$ cat config.mk
export PLATFORM = sky130hd
export DESIGN_NAME = pipeline_hazard_ctrl_flat
export DESIGN_NICKNAME = d
export VERILOG_FILES = /design/src/rtl/pipeline_hazard_ctrl_if.sv /design/src/rtl/pipeline_hazard_ctrl.sv /design/src/flat_wrapper.sv
export SDC_FILE = /design/constraint.sdc
export NUM_CORES = 1
export LEC_CHECK = 0
export ABC_AREA = 1
export CAP_MARGIN = 30
export CORE_AREA = 2 2 51 100
export CTS_CLUSTER_DIAMETER = 150
export DETAILED_ROUTE_END_ITERATION = 7
export DIE_AREA = 0 0 53 102
export PLACE_DENSITY = 0.73
export SLEW_MARGIN = 0
export SYNTH_ARGS = -nofsm -noshare
export SYNTH_HDL_FRONTEND = slang
export SYNTH_SLANG_ARGS = --single-unit
$ cat constraint.sdc
create_clock -name CLK -period 4.3 [get_ports CLK]
set_clock_uncertainty 0.05 [all_clocks]
set_input_delay 0.86 -clock CLK [delete_from_list [all_inputs] [get_ports CLK]]
set_output_delay 0.86 -clock CLK [all_outputs]
set_load 0.05 [all_outputs]
$ cat src/rtl/pipeline_hazard_ctrl_if.sv
// Signal bundle between the pipeline datapath and its hazard/sequencing controller.
// The datapath side is the master; the controller is the slave.
interface pipeline_hazard_ctrl_if;
  logic       ihit;
  logic       dhit;
  logic       dmemREN;
  logic       dmemWEN;
  logic       idex_memToReg;
  logic [4:0] idex_rd;
  logic [4:0] ifid_rs;
  logic [4:0] ifid_rt;
  logic       ifid_usesRt;
  logic       branch_taken;
  logic       jump_id;
  logic       halt_id;
  logic       halt_mwb;

  logic       pc_en;
  logic       imemREN;
  logic       ifid_en;
  logic       idex_en;
  logic       exmem_en;
  logic       mwb_en;
  logic       ifid_flush;
  logic       idex_flush;
  logic       exmem_flush;
  logic       mwb_flush;
  logic       halt;

  modport master (
    output ihit, dhit, dmemREN, dmemWEN, idex_memToReg, idex_rd, ifid_rs, ifid_rt,
           ifid_usesRt, branch_taken, jump_id, halt_id, halt_mwb,
    input  pc_en, imemREN, ifid_en, idex_en, exmem_en, mwb_en,
           ifid_flush, idex_flush, exmem_flush, mwb_flush, halt
  );

  modport slave (
    input  ihit, dhit, dmemREN, dmemWEN, idex_memToReg, idex_rd, ifid_rs, ifid_rt,
           ifid_usesRt, branch_taken, jump_id, halt_id, halt_mwb,
    output pc_en, imemREN, ifid_en, idex_en, exmem_en, mwb_en,
           ifid_flush, idex_flush, exmem_flush, mwb_flush, halt
  );
endinterface

$ cat src/rtl/pipeline_hazard_ctrl.sv
// Central sequencer for a 5-stage pipeline: latch enables/flushes, PC enable, fetch request,
// halt-drain sequencing and a saturating stall-cycle counter.
module pipeline_hazard_ctrl #(
  parameter int STALL_CNT_W = 16
) (
  input  logic                   CLK,
  input  logic                   RST,
  pipeline_hazard_ctrl_if.slave  bus,
  output logic [STALL_CNT_W-1:0] stall_cnt
);

  typedef enum logic [1:0] {RUN, DWAIT, HALTING, HALTED} state_t;

  state_t state;
  state_t next_state;
  logic   halt_q;
  logic   mem_stall;
  logic   load_use;
  logic   run_eval;
  logic   halt_entry;

  logic pc_en_c, imem_c;
  logic ifid_en_c, idex_en_c, exmem_en_c, mwb_en_c;
  logic ifid_fl_c, idex_fl_c, exmem_fl_c, mwb_fl_c;

  assign mem_stall = (bus.dmemREN | bus.dmemWEN) & ~bus.dhit;
  assign load_use  = bus.idex_memToReg & (bus.idex_rd != 5'd0) &
                     ((bus.idex_rd == bus.ifid_rs) |
                      (bus.ifid_usesRt & (bus.idex_rd == bus.ifid_rt)));

  // RUN rules apply in RUN and in the DWAIT release cycle (memory term masked there)
  assign run_eval   = (state == RUN) | ((state == DWAIT) & bus.dhit);
  assign halt_entry = bus.halt_mwb & (run_eval | (state == HALTING));

  always_ff @(posedge CLK or posedge RST) begin
    if (RST) begin
      state <= RUN;
    end else begin
      state <= next_state;
    end
  end

  always_comb begin
    next_state = state;
    case (state)
      RUN, DWAIT: begin
        if (halt_entry) begin
          next_state = HALTED;
        end else if (state == RUN && mem_stall) begin
          next_state = DWAIT;
        end else if (run_eval) begin
          next_state = (bus.halt_id && !bus.branch_taken) ? HALTING : RUN;
        end
      end
      HALTING: begin
        if (halt_entry) next_state = HALTED;
      end
      default: next_state = state;
    endcase
  end

  always_comb begin
    pc_en_c    = 1'b0;
    imem_c     = 1'b0;
    ifid_en_c  = 1'b0;
    idex_en_c  = 1'b0;
    exmem_en_c = 1'b0;
    mwb_en_c   = 1'b0;
    ifid_fl_c  = 1'b0;
    idex_fl_c  = 1'b0;
    exmem_fl_c = 1'b0;
    mwb_fl_c   = 1'b0;
    if (!RST) begin
      case (state)
        RUN, DWAIT: begin
          imem_c = 1'b1;
          if (run_eval && !(state == RUN && mem_stall)) begin
            pc_en_c    = 1'b1;
            ifid_en_c  = 1'b1;
            idex_en_c  = 1'b1;
            exmem_en_c = 1'b1;
            mwb_en_c   = 1'b1;
            if (bus.branch_taken) begin
              ifid_fl_c = 1'b1;
              idex_fl_c = 1'b1;
            end else if (load_use) begin
              pc_en_c   = 1'b0;
              ifid_en_c = 1'b0;
              idex_fl_c = 1'b1;
            end else if (bus.jump_id) begin
              ifid_fl_c = 1'b1;
            end else if (!bus.ihit) begin
              pc_en_c   = 1'b0;
              ifid_fl_c = 1'b1;
            end
          end
        end
        HALTING: begin
          ifid_fl_c = 1'b1;
          if (!mem_stall) begin
            ifid_en_c  = 1'b1;
            idex_en_c  = 1'b1;
            exmem_en_c = 1'b1;
            mwb_en_c   = 1'b1;
          end
        end
        default: ;
      endcase
      // The halt instruction has reached MEM/WB: squash everything behind it
      if (halt_entry) begin
        pc_en_c    = 1'b0;
        imem_c     = 1'b0;
        mwb_en_c   = 1'b0;
        idex_fl_c  = 1'b1;
        exmem_fl_c = 1'b1;
        mwb_fl_c   = 1'b1;
      end
    end
  end

  always_ff @(posedge CLK or posedge RST) begin
    if (RST) begin
      halt_q    <= 1'b0;
      stall_cnt <= '0;
    end else begin
      halt_q <= halt_q | (next_state == HALTED);
      if ((state == RUN || state == DWAIT) && !pc_en_c && stall_cnt != '1) begin
        stall_cnt <= stall_cnt + {{(STALL_CNT_W-1){1'b0}}, 1'b1};
      end
    end
  end

  assign bus.pc_en       = pc_en_c;
  assign bus.imemREN     = imem_c;
  assign bus.ifid_en     = ifid_en_c;
  assign bus.idex_en     = idex_en_c;
  assign bus.exmem_en    = exmem_en_c;
  assign bus.mwb_en      = mwb_en_c;
  assign bus.ifid_flush  = ifid_fl_c;
  assign bus.idex_flush  = idex_fl_c;
  assign bus.exmem_flush = exmem_fl_c;
  assign bus.mwb_flush   = mwb_fl_c;
  assign bus.halt        = halt_q;

endmodule

$ cat src/flat_wrapper.sv
// flat-port wrapper written by rule: the top's interface ports become plain ports
module pipeline_hazard_ctrl_flat 
#(
  parameter int STALL_CNT_W = 16
)
  (CLK, RST, stall_cnt, bus_ihit, bus_dhit, bus_dmemREN, bus_dmemWEN, bus_idex_memToReg, bus_idex_rd, bus_ifid_rs, bus_ifid_rt, bus_ifid_usesRt, bus_branch_taken, bus_jump_id, bus_halt_id, bus_halt_mwb, bus_pc_en, bus_imemREN, bus_ifid_en, bus_idex_en, bus_exmem_en, bus_mwb_en, bus_ifid_flush, bus_idex_flush, bus_exmem_flush, bus_mwb_flush, bus_halt);
  pipeline_hazard_ctrl_if bus_i ();
  input  logic CLK;
  input  logic RST;
  output logic [STALL_CNT_W-1:0] stall_cnt;
  input wire logic [$bits(bus_i.ihit)-1:0] bus_ihit;
  input wire logic [$bits(bus_i.dhit)-1:0] bus_dhit;
  input wire logic [$bits(bus_i.dmemREN)-1:0] bus_dmemREN;
  input wire logic [$bits(bus_i.dmemWEN)-1:0] bus_dmemWEN;
  input wire logic [$bits(bus_i.idex_memToReg)-1:0] bus_idex_memToReg;
  input wire logic [$bits(bus_i.idex_rd)-1:0] bus_idex_rd;
  input wire logic [$bits(bus_i.ifid_rs)-1:0] bus_ifid_rs;
  input wire logic [$bits(bus_i.ifid_rt)-1:0] bus_ifid_rt;
  input wire logic [$bits(bus_i.ifid_usesRt)-1:0] bus_ifid_usesRt;
  input wire logic [$bits(bus_i.branch_taken)-1:0] bus_branch_taken;
  input wire logic [$bits(bus_i.jump_id)-1:0] bus_jump_id;
  input wire logic [$bits(bus_i.halt_id)-1:0] bus_halt_id;
  input wire logic [$bits(bus_i.halt_mwb)-1:0] bus_halt_mwb;
  output wire logic [$bits(bus_i.pc_en)-1:0] bus_pc_en;
  output wire logic [$bits(bus_i.imemREN)-1:0] bus_imemREN;
  output wire logic [$bits(bus_i.ifid_en)-1:0] bus_ifid_en;
  output wire logic [$bits(bus_i.idex_en)-1:0] bus_idex_en;
  output wire logic [$bits(bus_i.exmem_en)-1:0] bus_exmem_en;
  output wire logic [$bits(bus_i.mwb_en)-1:0] bus_mwb_en;
  output wire logic [$bits(bus_i.ifid_flush)-1:0] bus_ifid_flush;
  output wire logic [$bits(bus_i.idex_flush)-1:0] bus_idex_flush;
  output wire logic [$bits(bus_i.exmem_flush)-1:0] bus_exmem_flush;
  output wire logic [$bits(bus_i.mwb_flush)-1:0] bus_mwb_flush;
  output wire logic [$bits(bus_i.halt)-1:0] bus_halt;
  assign bus_i.ihit = bus_ihit;
  assign bus_i.dhit = bus_dhit;
  assign bus_i.dmemREN = bus_dmemREN;
  assign bus_i.dmemWEN = bus_dmemWEN;
  assign bus_i.idex_memToReg = bus_idex_memToReg;
  assign bus_i.idex_rd = bus_idex_rd;
  assign bus_i.ifid_rs = bus_ifid_rs;
  assign bus_i.ifid_rt = bus_ifid_rt;
  assign bus_i.ifid_usesRt = bus_ifid_usesRt;
  assign bus_i.branch_taken = bus_branch_taken;
  assign bus_i.jump_id = bus_jump_id;
  assign bus_i.halt_id = bus_halt_id;
  assign bus_i.halt_mwb = bus_halt_mwb;
  assign bus_pc_en = bus_i.pc_en;
  assign bus_imemREN = bus_i.imemREN;
  assign bus_ifid_en = bus_i.ifid_en;
  assign bus_idex_en = bus_i.idex_en;
  assign bus_exmem_en = bus_i.exmem_en;
  assign bus_mwb_en = bus_i.mwb_en;
  assign bus_ifid_flush = bus_i.ifid_flush;
  assign bus_idex_flush = bus_i.idex_flush;
  assign bus_exmem_flush = bus_i.exmem_flush;
  assign bus_mwb_flush = bus_i.mwb_flush;
  assign bus_halt = bus_i.halt;
  pipeline_hazard_ctrl #(.STALL_CNT_W(STALL_CNT_W)) u_core (.CLK(CLK), .RST(RST), .bus(bus_i), .stall_cnt(stall_cnt));
endmodule
Word-level counts from Yosys, hierarchy flattened
Index checks and enable logic that the tools add are counted.
W data, S select, Z words.
{ "word_totals": {"reg_bits": 19, "in_bits": 27, "out_inout_bits": 27, "wordCells": 77} }
{ "classes": {"n_eq_ne": 6, "n_mux": 43, "addsub": 1, "n_reduce_logical": 12, "n_bitwise": 12} }
{ "ops": {"columns": ["cell", "n"], "rows": [
  ["$mux W1", 34],
  ["$add A16 B1 Y16 const B", 1],
  ["$ne A16 B16 Y1 const B", 1],
  ["$eq A5 B5 Y1", 2],
  ["$mux W2", 5],
  ["$and A1 B1 Y1", 6],
  ["$pmux W1 S2", 3],
  ["$logic_and A1 B1 Y1", 5],
  ["$or A1 B1 Y1", 5],
  ["$reduce_bool A5 Y1", 1],
  ["$eq A2 B2 Y1 const B", 2],
  ["$pmux W2 S2", 1],
  ["$logic_not A1 Y1", 3],
  ["$eq A2 B1 Y1 const B", 1],
  ["$logic_not A2 Y1", 1],
  ["$reduce_or A2 Y1", 1],
  ["$logic_or A1 B1 Y1", 1],
  ["$not A1 Y1", 1]
]} }

Logic depth before layout (Yosys ltp)
{ "depth": {"word_depth": 13, "mapped_depth": 12} }

Worst setup path before layout
No wires, ideal clock.
{ "synth_path": {"path_type": "input -> output", "start": "input RST", "end": "output bus_idex_flush", "t_required_ns": 3.390, "n_path_buf": 1, "slack_ns": 0.988, "cell_stages": 4, "arrival_time_ns": 2.402, "cell_sequence": "buf_2 > inv_1 > nand2_1 > o22ai_1"} }
{ "synth_via": {"elab_chain_len": 1} }
{ "synth_rtl": {"columns": ["element", "line", "rtl"], "rows": [
  ["start, declared", "flat_wrapper.sv:9", "input logic RST;"],
  ["$mux W1", "pipeline_hazard_ctrl.sv:73", "if (!RST) begin"],
  ["end, declared", "flat_wrapper.sv:31", "output wire logic [$bits(bus_i.idex_flush)-1:0] bus_idex_flush;"]
]} }
Every way passes these cells.

Final worst setup path
{ "layout_path": {"start": "input bus_idex_rd[2]", "end": "output bus_ifid_flush"} }
{ "layout_via": {"elab_chain_len": 9, "word_cells_on_any_way": 12, "cone_classes": "eq/ne: 2; mux: 5; bitwise: 4; reduce/logical: 1"} }
{ "layout_rtl": {"columns": ["element", "line", "rtl"], "rows": [
  ["start, declared", "flat_wrapper.sv:16", "input wire logic [$bits(bus_i.idex_rd)-1:0] bus_idex_rd;"],
  ["$eq A5 B5 Y1", "pipeline_hazard_ctrl.sv:29", "(bus.ifid_usesRt & (bus.idex_rd == bus.ifid_rt)));"],
  ["$and A1 B1 Y1", "pipeline_hazard_ctrl.sv:29", null],
  ["$or A1 B1 Y1", "pipeline_hazard_ctrl.sv:28", "((bus.idex_rd == bus.ifid_rs) |"],
  ["$and A1 B1 Y1 *", "pipeline_hazard_ctrl.sv:27", "assign load_use = bus.idex_memToReg & (bus.idex_rd != 5'd0) &"],
  ["$mux W1 *", "pipeline_hazard_ctrl.sv:86", "end else if (load_use) begin"],
  ["$mux W1 *", "pipeline_hazard_ctrl.sv:83", "if (bus.branch_taken) begin"],
  ["$mux W1 *", "pipeline_hazard_ctrl.sv:77", "if (run_eval && !(state == RUN && mem_stall)) begin"],
  ["$pmux W1 S2 *", "pipeline_hazard_ctrl.sv:74", "case (state)"],
  ["$mux W1 *", "pipeline_hazard_ctrl.sv:73", null],
  ["end, declared", "flat_wrapper.sv:30", "output wire logic [$bits(bus_i.ifid_flush)-1:0] bus_ifid_flush;"]
]} }
Every way passes the cells marked *; elsewhere a longest branch is shown, timed or not.

==> impl_metrics.json <==
{
  "status": "finished clean",
  "worst_setup_path_start_kind": "input pin",
  "regToRegSetupSlack_ns": 2.26,
  "post_drt_wl_per_cell_um": 12.0,
  "grt_start_max_net_pins": 20,
  "cts-hold-fix-buffers": 0,
  "finalSetupViolations": 0,
  "final_cell_count_no_fill": 331,
  "root_buffer": "clkbuf_8",
  "reg2reg_from": "u_core.stall_cnt[0]",
  "antenna_found_initial": 0,
  "crit_required_ns": 3.39,
  "hold_path_end": "u_core.bus.halt",
  "synth_area_leaders": "dfrtp_1 30%, nand2_1 15%, nand3_1 8.6%",
  "firstDrtPassIters": 4,
  "cts_sinks": 19,
  "totalWireLength_mm": 3.96,
  "worst-path-buf-inv": 4,
  "ir_drop_uv": 108,
  "grt_pass1_wl_mm": 6.80,
  "drive_gt1_share_pct": 15.6,
  "post-route-util_pct": 47.5,
  "syn_to_final_growth_pct": 38.4,
  "synth_cell_types": 29,
  "yosys.area.top_type": "dfrtp_1",
  "h-tree-depth": 1,
  "finalCritPeriodShare_pct": 88.0,
  "grt_remaining_overflow": 0,
  "fin_nets": 305,
  "syn_area_mm2": 0.00158,
  "finalHoldViolCount": 0,
  "slowest_stage": "clkdlybuf4s50_1",
  "yosysSeqAreaShare_pct": 30.1,
  "grt_pass1_vias": 1581,
  "powerDensity_mw_per_mm2": 165,
  "viasPerCell": 4.79,
  "post_cts_buffers": 0,
  "postCtsResizedCells": 0,
  "synth.most_common_cell": "nand2_1",
  "die_area_mm2": 0.00541,
  "ant_nets": 0,
  "worstPathMaxFanout": 3,
  "cp_top_family": "buffers and inverters",
  "min_path_type": "reg2reg",
  "core_area_mm2": 0.00460,
  "tightestPinTransition_ns": 0.588,
  "crit_chain": "clkdlybuf4s50_1, inv_2, nand4_1, o21ai_0, inv_1, nand3_2, nand3_1, a21oi_1, clkdlybuf4s50_1",
  "avgSynthCellArea_um2": 7.05,
  "yosysWarnings": 0,
  "synth-main-ff-cell": "dfrtp_1",
  "worst_slack_ns": 0.517,
  "place_ws_ns": 0.516,
  "row_count": 35,
  "cp_common_cell": "clkdlybuf4s50_1",
  "die_y_um": 102,
  "cts.clk_slew.worst_paths_ns": 0.08,
  "ios": 54,
  "worstSetupPathType": "in2out",
  "syn_inst": 224,
  "synth_top_area_share_pct": 30.1,
  "via_count": 1586,
  "slowest_delay_ns": 0.82,
  "drc": 0,
  "cts_tree": "done",
  "netlist_top_cells_count": "62 x nand2_1, 27 x nand3_1, 22 x inv_1",
  "tns_ns": 0,
  "holdCritStartpoint": "u_core.bus.halt",
  "rsz0062_at_grt": "no",
  "r2r_cells": 9,
  "synthArstFlopShare_pct": 100,
  "syn_nets": 252,
  "clockBufferDepth": 2,
  "drv_cap": 0,
  "io_buffers": 53,
  "insertion_delay_ns": 0.27,
  "drv_slew": 0,
  "min_period_ns": 3.78,
  "n_fill_cell": 472,
  "place.gp.congestion": 0.847,
  "fp.dieW_um": 53,
  "grt_use_total_pct": 16.6,
  "relSlewSlack_pct": 60.7,
  "holdPathStages": 1,
  "p_leak_nw": 1.00,
  "dp_hpwl_mm": 3.16,
  "max_freq_ghz": 0.264,
  "r2r_end": "u_core.stall_cnt[13]",
  "dp_cells": 327,
  "first_iter_violations": 34,
  "synth_edf_count": 0,
  "n_antenna_cell": 0,
  "crit_path_end_kind": "output pin",
  "synth-seq-cells": 19,
  "initial_core_util_pct": 34.3,
  "arrival_ns": 2.87,
  "cts_buffers": 3
}
## stage by stage
step	total power, W	instance area (um2)	hold slack, ns
after floorplan	0.000203	1580	0.566
after global placement	0.000234	2140	0.394
after detailed placement	0.000235	2140	0.402
after CTS	0.000362	2180	0.420
after global routing	0.000375	2180	0.435
final	0.000360	2180	0.415
## routing by layer
layer | GRT usage [%] | wire (um)
met3 | 2.34 | 156
met2 | 31.5 | 2350
met1 | 17.1 | 1390
met4 | 7.50 | 73
met5 | 0 | 0
## cell families (layout without fill, tap and decap cells)
| kind of cell | Yosys count | count (layout) | synth area share [%] |
|---|---|---|---|
| buf+inv | 35 | 87 | 10.4 |
| simple gates | 143 | 143 | 45.6 |
| flops | 19 | 19 | 30.1 |
| fa+ha+maj | 1 | 1 | 0.792 |
| compound gates | 11 | 11 | 4.83 |
| xor+xnor | 15 | 15 | 8.32 |
## report_power, final
part	switching (W)	internal [W]	total (W)
registers	0	0.000179	0.000179
logic	0.0000237	0.0000288	0.0000525
clock network	0.0000644	0.0000647	0.000129
total	0.0000881	0.000272	0.000360
## final cells by class
| type | instances | area [um2] | share of cell area [%] |
|---|---|---|---|
| Timing Repair Buffer | 54 | 546 | 25.0 |
| Clock inverter | 1 | 5.00 | 0.229 |
| Multi-Input combinational cell | 170 | 940 | 43.0 |
| Inverter | 29 | 109 | 4.98 |
| Sequential cell | 19 | 475 | 21.8 |
| Tap cell | 55 | 68.8 | 3.15 |
| Clock buffer | 3 | 41.3 | 1.89 |
## how the worst max path moves through the flow
stage                         startpoint             end  cells past startpoint
after global routing      bus_idex_rd[4]  bus_ifid_flush                     10
after global placement    bus_idex_rd[2]  bus_ifid_flush                      9
after detailed placement  bus_idex_rd[2]  bus_ifid_flush                      9
final                     bus_idex_rd[2]  bus_ifid_flush                      9
after floorplan                      RST  bus_idex_flush                      4
after CTS                 bus_idex_rd[2]  bus_ifid_flush                      9
## state kept, by name, summed over array words and instances (netlist names)
signal	cells
u_core.stall_cnt	16
u_core.state	2
u_core.bus.halt	1
## placed cells by master, fill, tap and decap left out, types with 2 or more instances in the layout
master           Yosys  routed
nand2_1             62      62
clkdlybuf4s50_1      0      51
nand3_1             27      27
inv_1               22      22
nor2_1              19      19
dfrtp_1             19      19
nand2_2             15      15
xor2_1               9       9
inv_2                7       7
xnor2_1              6       6
nor3_1               6       6
a21oi_1              4       4
nand2_4              3       3
nor2_4               3       3
clkbuf_8             0       3
nand4_1              2       2
o21ai_0              2       2
nand3_2              2       2
buf_4                4       2
(Power assumes the default switching activity.)
